**config.mk**
```make
export PLATFORM = sky130hd
export DESIGN_NAME = bf16_norm_round_flat
export DESIGN_NICKNAME = d
export VERILOG_FILES = /design/src/rtl/bf16_norm_round_if.sv /design/src/rtl/bf16_norm_round.sv /design/src/flat_wrapper.sv
export SDC_FILE = /design/constraint.sdc
export NUM_CORES = 1
export LEC_CHECK = 0
export ABC_AREA = 1
export CAP_MARGIN = 20
export CORE_MARGIN = 8
export CORE_UTILIZATION = 47
export DETAILED_ROUTE_END_ITERATION = 7
export PLACE_DENSITY = 0.72
export SYNTH_ARGS = -nofsm -noshare
export SYNTH_HDL_FRONTEND = slang
export SYNTH_SLANG_ARGS = --single-unit
export TNS_END_PERCENT = 1
```
**constraint.sdc**
```tcl
create_clock -name clk -period 6.61 [get_ports clk]
set_input_delay 1.322 -clock clk [delete_from_list [all_inputs] [get_ports clk]]
set_output_delay 1.322 -clock clk [all_outputs]
set_load 0.02 [all_outputs]
```
**src/rtl/bf16_norm_round_if.sv**
```systemverilog
// Handshake bundle for the bf16 normalise/round stage: input beat from the adder,
// output beat carrying the packed bf16 result.
interface bf16_norm_round_if #(
  parameter int MANT_W = 12,
  parameter int EXP_W  = 10
);
  logic                    valid_i;
  logic                    ready_o;
  logic                    sign_i;
  logic signed [EXP_W-1:0] exp_i;
  logic [MANT_W-1:0]       mant_i;
  logic                    valid_o;
  logic                    ready_i;
  logic [15:0]             res_o;

  modport master (
    output valid_i, sign_i, exp_i, mant_i, ready_i,
    input  ready_o, valid_o, res_o
  );

  modport slave (
    input  valid_i, sign_i, exp_i, mant_i, ready_i,
    output ready_o, valid_o, res_o
  );
endinterface

```
**src/rtl/bf16_norm_round.sv**
```systemverilog
// Post-add normalise (stage 1) and round-to-nearest-even / pack (stage 2) for bf16.
// Includes the leading-zero counter it relies on.
module lzc #(
  parameter int W  = 11,
  parameter int CW = $clog2(W + 1)
) (
  input  logic [W-1:0]  a,
  output logic [CW-1:0] cnt
);
  always_comb begin
    cnt = CW'(W);
    for (int i = 0; i < W; i++) begin
      if (a[i]) cnt = CW'(W - 1 - i);
    end
  end
endmodule

module bf16_norm_round #(
  parameter int MANT_W = 12,
  parameter int EXP_W  = 10
) (
  input logic              clk,
  input logic              reset,
  bf16_norm_round_if.slave bus
);
  localparam int CNT_W = 4;
  localparam logic signed [EXP_W-1:0] EXP_ONE = EXP_W'(1);
  localparam logic signed [EXP_W:0]   EXP_MAX = (EXP_W + 1)'(255);
  localparam logic signed [EXP_W:0]   EXP_MIN = '0;

  // Round-to-nearest-even on the 7-bit fraction; bit 7 of the result is the carry-out.
  function automatic logic [7:0] round_frac(input logic [9:0] m);
    logic rnd;
    rnd = m[2] & (m[3] | m[1] | m[0]);
    return {1'b0, m[9:3]} + {7'b0, rnd};
  endfunction

  // Saturating pack: flush to signed zero on underflow, infinity on overflow.
  function automatic logic [15:0] sat_pack(input logic sign, input logic zero,
                                           input logic signed [EXP_W:0] e,
                                           input logic [6:0] frac);
    if (zero || e <= EXP_MIN) return {sign, 15'h0};
    else if (e >= EXP_MAX)    return {sign, 8'hFF, 7'h0};
    else                      return {sign, e[7:0], frac};
  endfunction

  logic                    s2_adv, s1_adv;
  logic [CNT_W-1:0]        lz_cnt;
  logic                    vld_p1_q, vld_p1_d;
  logic                    sign_p1_q, sign_p1_d;
  logic                    zero_p1_q, zero_p1_d;
  logic [9:0]              mant_p1_q, mant_p1_d;
  logic signed [EXP_W-1:0] exp_p1_q, exp_p1_d;
  logic                    vld_p2_q, vld_p2_d;
  logic [15:0]             res_p2_q, res_p2_d;
  logic [MANT_W-1:0]       mant_sh;
  logic [7:0]              frac_r;
  logic signed [EXP_W:0]   exp_r;

  lzc #(.W(11)) u_lzc (
    .a   (bus.mant_i[10:0]),
    .cnt (lz_cnt)
  );

  assign s2_adv      = !vld_p2_q || bus.ready_i;
  assign s1_adv      = !vld_p1_q || s2_adv;
  assign bus.ready_o = s1_adv;
  assign bus.valid_o = vld_p2_q;
  assign bus.res_o   = res_p2_q;

  // Stage p1: normalise so the hidden one lands on bit 10; only the fraction/G/S bits are kept.
  always_comb begin
    vld_p1_d  = vld_p1_q;
    sign_p1_d = sign_p1_q;
    zero_p1_d = zero_p1_q;
    mant_p1_d = mant_p1_q;
    exp_p1_d  = exp_p1_q;
    mant_sh   = '0;
    if (s1_adv) vld_p1_d = bus.valid_i;
    if (s1_adv && bus.valid_i) begin
      sign_p1_d = bus.sign_i;
      zero_p1_d = (bus.mant_i == '0);
      if (bus.mant_i[11]) begin
        mant_sh  = {1'b0, bus.mant_i[11:2], |bus.mant_i[1:0]};
        exp_p1_d = bus.exp_i + EXP_ONE;
      end else begin
        mant_sh  = bus.mant_i << lz_cnt;
        exp_p1_d = bus.exp_i - $signed({{(EXP_W - CNT_W){1'b0}}, lz_cnt});
      end
      mant_p1_d = mant_sh[9:0];
    end
  end

  // Stage p2: round, propagate fraction carry into the exponent, saturate and pack.
  always_comb begin
    frac_r   = round_frac(mant_p1_q);
    exp_r    = $signed({exp_p1_q[EXP_W-1], exp_p1_q}) + $signed({{EXP_W{1'b0}}, frac_r[7]});
    vld_p2_d = vld_p2_q;
    res_p2_d = res_p2_q;
    if (s2_adv) begin
      vld_p2_d = vld_p1_q;
      if (vld_p1_q) res_p2_d = sat_pack(sign_p1_q, zero_p1_q, exp_r, frac_r[6:0]);
    end
  end

  always_ff @(posedge clk) begin
    if (reset) begin
      vld_p1_q <= 1'b0;
      vld_p2_q <= 1'b0;
      res_p2_q <= '0;
    end else begin
      vld_p1_q <= vld_p1_d;
      vld_p2_q <= vld_p2_d;
      res_p2_q <= res_p2_d;
    end
  end

  always_ff @(posedge clk) begin
    sign_p1_q <= sign_p1_d;
    zero_p1_q <= zero_p1_d;
    mant_p1_q <= mant_p1_d;
    exp_p1_q  <= exp_p1_d;
  end
endmodule

```
**src/flat_wrapper.sv**
```systemverilog
// flat-port wrapper written by rule: the top's interface ports become plain ports
module bf16_norm_round_flat 
#(
  parameter int MANT_W = 12,
  parameter int EXP_W  = 10
)
  (clk, reset, bus_valid_i, bus_sign_i, bus_exp_i, bus_mant_i, bus_ready_i, bus_ready_o, bus_valid_o, bus_res_o);
  bf16_norm_round_if #(.MANT_W(MANT_W), .EXP_W(EXP_W)) bus_i ();
  input logic clk;
  input logic reset;
  input wire logic [$bits(bus_i.valid_i)-1:0] bus_valid_i;
  input wire logic [$bits(bus_i.sign_i)-1:0] bus_sign_i;
  input wire logic [$bits(bus_i.exp_i)-1:0] bus_exp_i;
  input wire logic [$bits(bus_i.mant_i)-1:0] bus_mant_i;
  input wire logic [$bits(bus_i.ready_i)-1:0] bus_ready_i;
  output wire logic [$bits(bus_i.ready_o)-1:0] bus_ready_o;
  output wire logic [$bits(bus_i.valid_o)-1:0] bus_valid_o;
  output wire logic [$bits(bus_i.res_o)-1:0] bus_res_o;
  assign bus_i.valid_i = bus_valid_i;
  assign bus_i.sign_i = bus_sign_i;
  assign bus_i.exp_i = bus_exp_i;
  assign bus_i.mant_i = bus_mant_i;
  assign bus_i.ready_i = bus_ready_i;
  assign bus_ready_o = bus_i.ready_o;
  assign bus_valid_o = bus_i.valid_o;
  assign bus_res_o = bus_i.res_o;
  bf16_norm_round #(.MANT_W(MANT_W), .EXP_W(EXP_W)) u_core (.clk(clk), .reset(reset), .bus(bus_i));
endmodule
```
# == Word-level counts from Yosys, hierarchy flattened ==
# Cells that the tools add are included.
# totals
regBits,40
input_bits,27
out_inout_bits,18
# classes
add_sub_neg,4
n_lt_le_gt_ge,2
shifts,1
n_mux,15
bitwise,3
reduce_logical,9
# ops
op,count
$mux 4,10
$mux 15,2
$mux 10,2
$logic_not 12->1,1
$shl 12x4->10,1
$add 10x2->11,1
$ge 11x9->1 const B,1
$le 11x1->1 const B,1
$add 10x2->10 const B,1
$sub 10x5->10,1
$add 7x1->8,1
$logic_or 1x1->1,3
$logic_not 1->1,2
$or 1x1->1,2
$reduce_and 2->1,1
$reduce_or 2->1,1
$and 1x1->1,1
$logic_and 1x1->1,1
$mux 1,1

# == Logic depth before layout (Yosys ltp) ==
# depth
depth_word,13
ltp_mapped,24

# == Cells and area by module ==
# Synthesis repeated with hierarchy kept, for this count alone.
# hier_totals
cells_unflattened,391
hier_area_um2,2860.2
# modules_own_cells
mod,instances,cells_each,area_per_inst_um2,seq_area_each_um2
bf16_norm_round,1,363,2726.4,1021.0
lzc,1,28,133.9,0.0

# == Least setup slack after synthesis ==
# Ideal clock, no wire load.
# synth_timing
path_type,input-to-reg
start,in bus_mant_i[1]
end,"reg u_core.exp_p1_q[8], data pin"
setup_time_ns,0.258
arrival_time_ns,3.592
required_time_ns,6.352
path_slack_ns,2.761
cell_stages,24
path_buffers,1
path_cell_list,inv_2 -> nand2_1 -> nand2_1 -> nand2_1 -> nand2_1 -> nand2_1 -> nand2_1 -> nand2_1 -> nand2_2 -> nand2_1 -> buf_4 -> nor3_1 -> ha_1 -> inv_1 -> nor2_1 -> ha_1 -> a21oi_1 -> o21ai_0 -> nand2_1 -> nand2_1 -> a21oi_1 -> o21bai_1 -> a21oi_1 -> xnor2_1
# synth_between
elab_chain_len,12
# synth_rtl
element,line,text
from (decl),flat_wrapper.sv:14,input wire logic [$bits(bus_i.mant_i)-1:0] bus_mant_i;
$mux 4 (10 in series),bf16_norm_round.sv:13,if (a[i]) cnt = CW'(W - 1 - i);
$sub 10x5->10,bf16_norm_round.sv:88,"exp_p1_d = bus.exp_i - $signed({{(EXP_W - CNT_W){1'b0}}, lz_cnt});"
$mux 10,bf16_norm_round.sv:83,if (bus.mant_i[11]) begin
to (signal assigned),bf16_norm_round.sv:122,exp_p1_q <= exp_p1_d;
to (decl),bf16_norm_round.sv:53,"logic signed [EXP_W-1:0] exp_p1_q, exp_p1_d;"
# Every way passes these cells.
# A chain may end at the register's enable or synchronous reset.

# == Worst setup path after layout ==
# layout_timing
start,in bus_mant_i[10]
end,"reg u_core.exp_p1_q[8], data pin"
# layout_between
elab_chain_len,3
# layout_rtl
element,line
$mux 4,bf16_norm_round.sv:13
$sub 10x5->10,bf16_norm_round.sv:88
$mux 10,bf16_norm_round.sv:83
# Every way passes these cells.

==> results.ini <==
[grt]
gr-total-overflow = 0
grt_first_pass_wirelength_um = 10290
grt_util_all_layers = 0.1412
grt_pass1_vias = 2334
grt_max_degree = 23
antenna_found_initial = 0

[critical_path]
critPathLaunch = bus_mant_i[10]
critPathRequiredTime_ns = 6.65
rr_startpoint = u_core.mant_p1_q[3]
critPathMaxFanout = 11
cp_data_arrival_time_ns = 4.95
end_kind = flip-flop
r2r_setup_slack_ns = 3.48
startpoint_type = input port
r2r_end = u_core.bus.res_o[1]
crit_path_end = u_core.exp_p1_q[8]
crit_type = input port to flip-flop
reg2regPathDepth = 16

[yosys]
synth_top_family_by_area = simple AND/OR/NAND/NOR gates
async_flop_share = 0
ys_warn_count = 0
yosys.area_share.simple = 0.2968
synth_top_area_share = 0.2374
synth-seq-area-share = 0.3669
yosysTopAreaCell = edfxtp_1
post-synth-top-count-cell = nand2_1
synthTopCellsByCount = 94 x nand2_1, 39 x nand3_1, 36 x inv_1
syn_inst = 369
ys_types = 35
yosys-top-cells-area = edfxtp_1 24%, dfxtp_1 13%, nand2_1 13%
synth-edff-count = 22
syn-cell-area_sq_um = 2783
synth_compound_area_frac = 0.1174
synthAdderAreaFrac = 0.07464
synth_fp_nets = 412
avgSynthCellArea_sq_um = 7.541
ys_seq_elements = 40
ys.flop_type = edfxtp_1
synthXorXnorAreaFrac = 0.06879
muxShareOfSynthArea = 0

[drt]
dr.pass1.iters = 5
routed_wl_um = 5801
vias_per_cell = 5.105
drtIter0Drc = 171
drc_errors = 0
vias = 2481
routedWlPerCell_um = 11.94
antenna_left = 0

[clock_tree]
postCtsResizedCells = 0
root_buffer = clkbuf_8
postCtsHoldBufs = 0
path_clk_slew_ns = 0.07
cts_buffers = 5
tritoncts = done
cts_buffer_depth = 2
cts_max_level = 2
clkLatencyLatePin_ns = 0.28
cts_sinks = 40
post_cts_buffers = 0

[place]
dp.cells = 478
io_buffers = 44
globalplace.congestion = 0.9076
hpwlAfterDp_um = 4870

[timing]
maxSlewHeadroom = 0.4701
fin_skew_ns = 0.005296
maxSlewViolCount = 0
setup_tns_ns = 0
rsz0062_at_grt = no
post-route-period-util = 0.7426
period_minus_slack_ns = 4.909
final_hold_viol_count = 0
fmax_ghz = 0.2037
finalSetupViolations = 0
tightest_slew_ns = 0.7940

[power]
leakage_nw = 1.386
irDropWorstVdd_mv = 0.1127
p_per_area_nw_per_um2 = 185.7
totalPowerFinal_mw = 0.6197

[status]
outcome = complete, no violations

[final_layout]
final_cells = 486
final_layout_size_suffix_gt1_frac = 0.07056
nets = 453
num_antenna_cells = 0
area_growth_syn_to_layout_pct = 19.92

[floorplanning]
core_area_sq_um = 5816
dieArea_sq_um = 8639
die_w_um = 92.95
ioPinCount = 45
rows = 28
start_util = 0.4785
die_y_um = 92.95

[run]
maxCapViolCount = 0

[worst_hold_path]
hold_class = flip-flop to flip-flop
hold_depth = 2

==> cell families after synthesis <==
family                   Yosys count
AO/OA/AOI/OAI                     56
XOR/XNOR                          21
AND/OR/NAND/NOR                  187
adder cells (fa/ha/maj)           16
flip-flops                        40
buffers and inverters             49
==> worst min path at each step <==
| stage | from | end |
|---|---|---|
| floorplan | u_core.vld_p1_q | u_core.bus.res_o[15] |
| global placement | u_core.bus.res_o[15] | u_core.bus.res_o[15] |
| detailed placement | u_core.bus.res_o[12] | u_core.bus.res_o[12] |
| CTS | u_core.bus.res_o[12] | u_core.bus.res_o[12] |
| global route | u_core.bus.res_o[12] | u_core.bus.res_o[12] |
| finish | u_core.bus.res_o[12] | u_core.bus.res_o[12] |
==> routing by layer <==
layer	share of wire	global-route usage	vias to the layer above
li1	-	-	1310
met1	0.48	0.1823	1075
met2	0.44	0.2278	88
met3	0.060	0.02832	8
met4	0.018	0.04966	0
met5	0	0	-
==> cell type report <==
| cell class | instances | area [sq um] |
|---|---|---|
| Clock inverter | 2 | 11.26 |
| Tap cell | 75 | 93.84 |
| Inverter | 39 | 146.4 |
| Sequential cell | 40 | 1021 |
| Fill cell | 603 | 2479 |
| Clock buffer | 6 | 72.57 |
| Timing Repair Buffer | 44 | 440.4 |
| Multi-Input combinational cell | 280 | 1551 |
==> per-stage QoR <==
stage | hold WS (ns) | setup slack, ns | cell area [sq um] | util
finish | 0.4633 | 1.701 | 3337 | 0.5738
CTS | 0.4658 | 1.745 | 3337 | 0.5738
detailed placement | 0.4551 | 1.437 | 3253 | 0.5594
floorplan | 0.4870 | 2.761 | 2783 | -
global route | 0.4887 | 1.223 | 3337 | 0.5738
global placement | 0.4494 | 1.576 | 3253 | 0.5594
==> cell usage in the layout, fill, tap and decap left out <==
| master | synthesis | final |
|---|---|---|
| a21oi_1 | 27 | 27 |
| a21oi_2 | 4 | 4 |
| and3_1 | 1 | 1 |
| clkbuf_1 | 6 | 1 |
| clkbuf_8 | 0 | 5 |
| clkdlybuf4s50_1 | 0 | 44 |
| clkinv_1 | 0 | 1 |
| clkinvlp_4 | 0 | 1 |
| dfxtp_1 | 18 | 18 |
| edfxtp_1 | 22 | 22 |
| fa_1 | 1 | 1 |
| ha_1 | 15 | 15 |
| inv_1 | 36 | 36 |
| inv_2 | 3 | 3 |
| nand2_1 | 94 | 94 |
| nand2_2 | 4 | 4 |
| nand3_1 | 39 | 39 |
| nand3_2 | 2 | 2 |
| nand4_1 | 5 | 5 |
| nor2_1 | 29 | 29 |
| nor2_2 | 3 | 3 |
| nor2_4 | 1 | 1 |
| nor3_1 | 6 | 6 |
| nor3b_1 | 1 | 1 |
| nor3b_2 | 1 | 1 |
| nor4_1 | 1 | 1 |
| o2111ai_1 | 1 | 1 |
| o21ai_0 | 12 | 12 |
| o21ai_1 | 4 | 4 |
| o21ai_2 | 3 | 3 |
| o21bai_1 | 1 | 1 |
| o22ai_1 | 2 | 2 |
| o31a_1 | 1 | 1 |
| o31ai_2 | 1 | 1 |
| xnor2_1 | 7 | 7 |
| xnor2_2 | 1 | 1 |
| xor2_1 | 13 | 13 |
==> flip-flops by register name, summed over array words and instances (netlist names) <==
name,flops
u_core.bus.res_o,16
u_core.bus.valid_o,1
u_core.exp_p1_q,10
u_core.mant_p1_q,10
u_core.sign_p1_q,1
u_core.vld_p1_q,1
u_core.zero_p1_q,1
==> power by group <==
| part | total (mW) | internal [mW] | leakage (nW) | switching [mW] |
|---|---|---|---|---|
| Clock | 0.149 | 0.0730 | 0.0388 | 0.0763 |
| Combinational | 0.169 | 0.0690 | 0.985 | 0.100 |
| Sequential | 0.301 | 0.288 | 0.362 | 0.0130 |
| Total | 0.620 | 0.430 | 1.39 | 0.189 |
==> worst max-delay path, cell delays in order <==
cell,delay [ns]
clkdlybuf4s50_1,0.50
nor2_1,0.23
inv_1,0.07
a21oi_1,0.61
inv_1,0.37
ha_1,0.33
o21ai_0,0.18
a21oi_1,0.07
ha_1,0.36
nand2_1,0.07
o21ai_0,0.25
nand2_1,0.09
nand2_1,0.07
a21oi_1,0.08
o21bai_1,0.12
a21oi_1,0.09
xnor2_1,0.13
(Power assumes the default switching activity.)
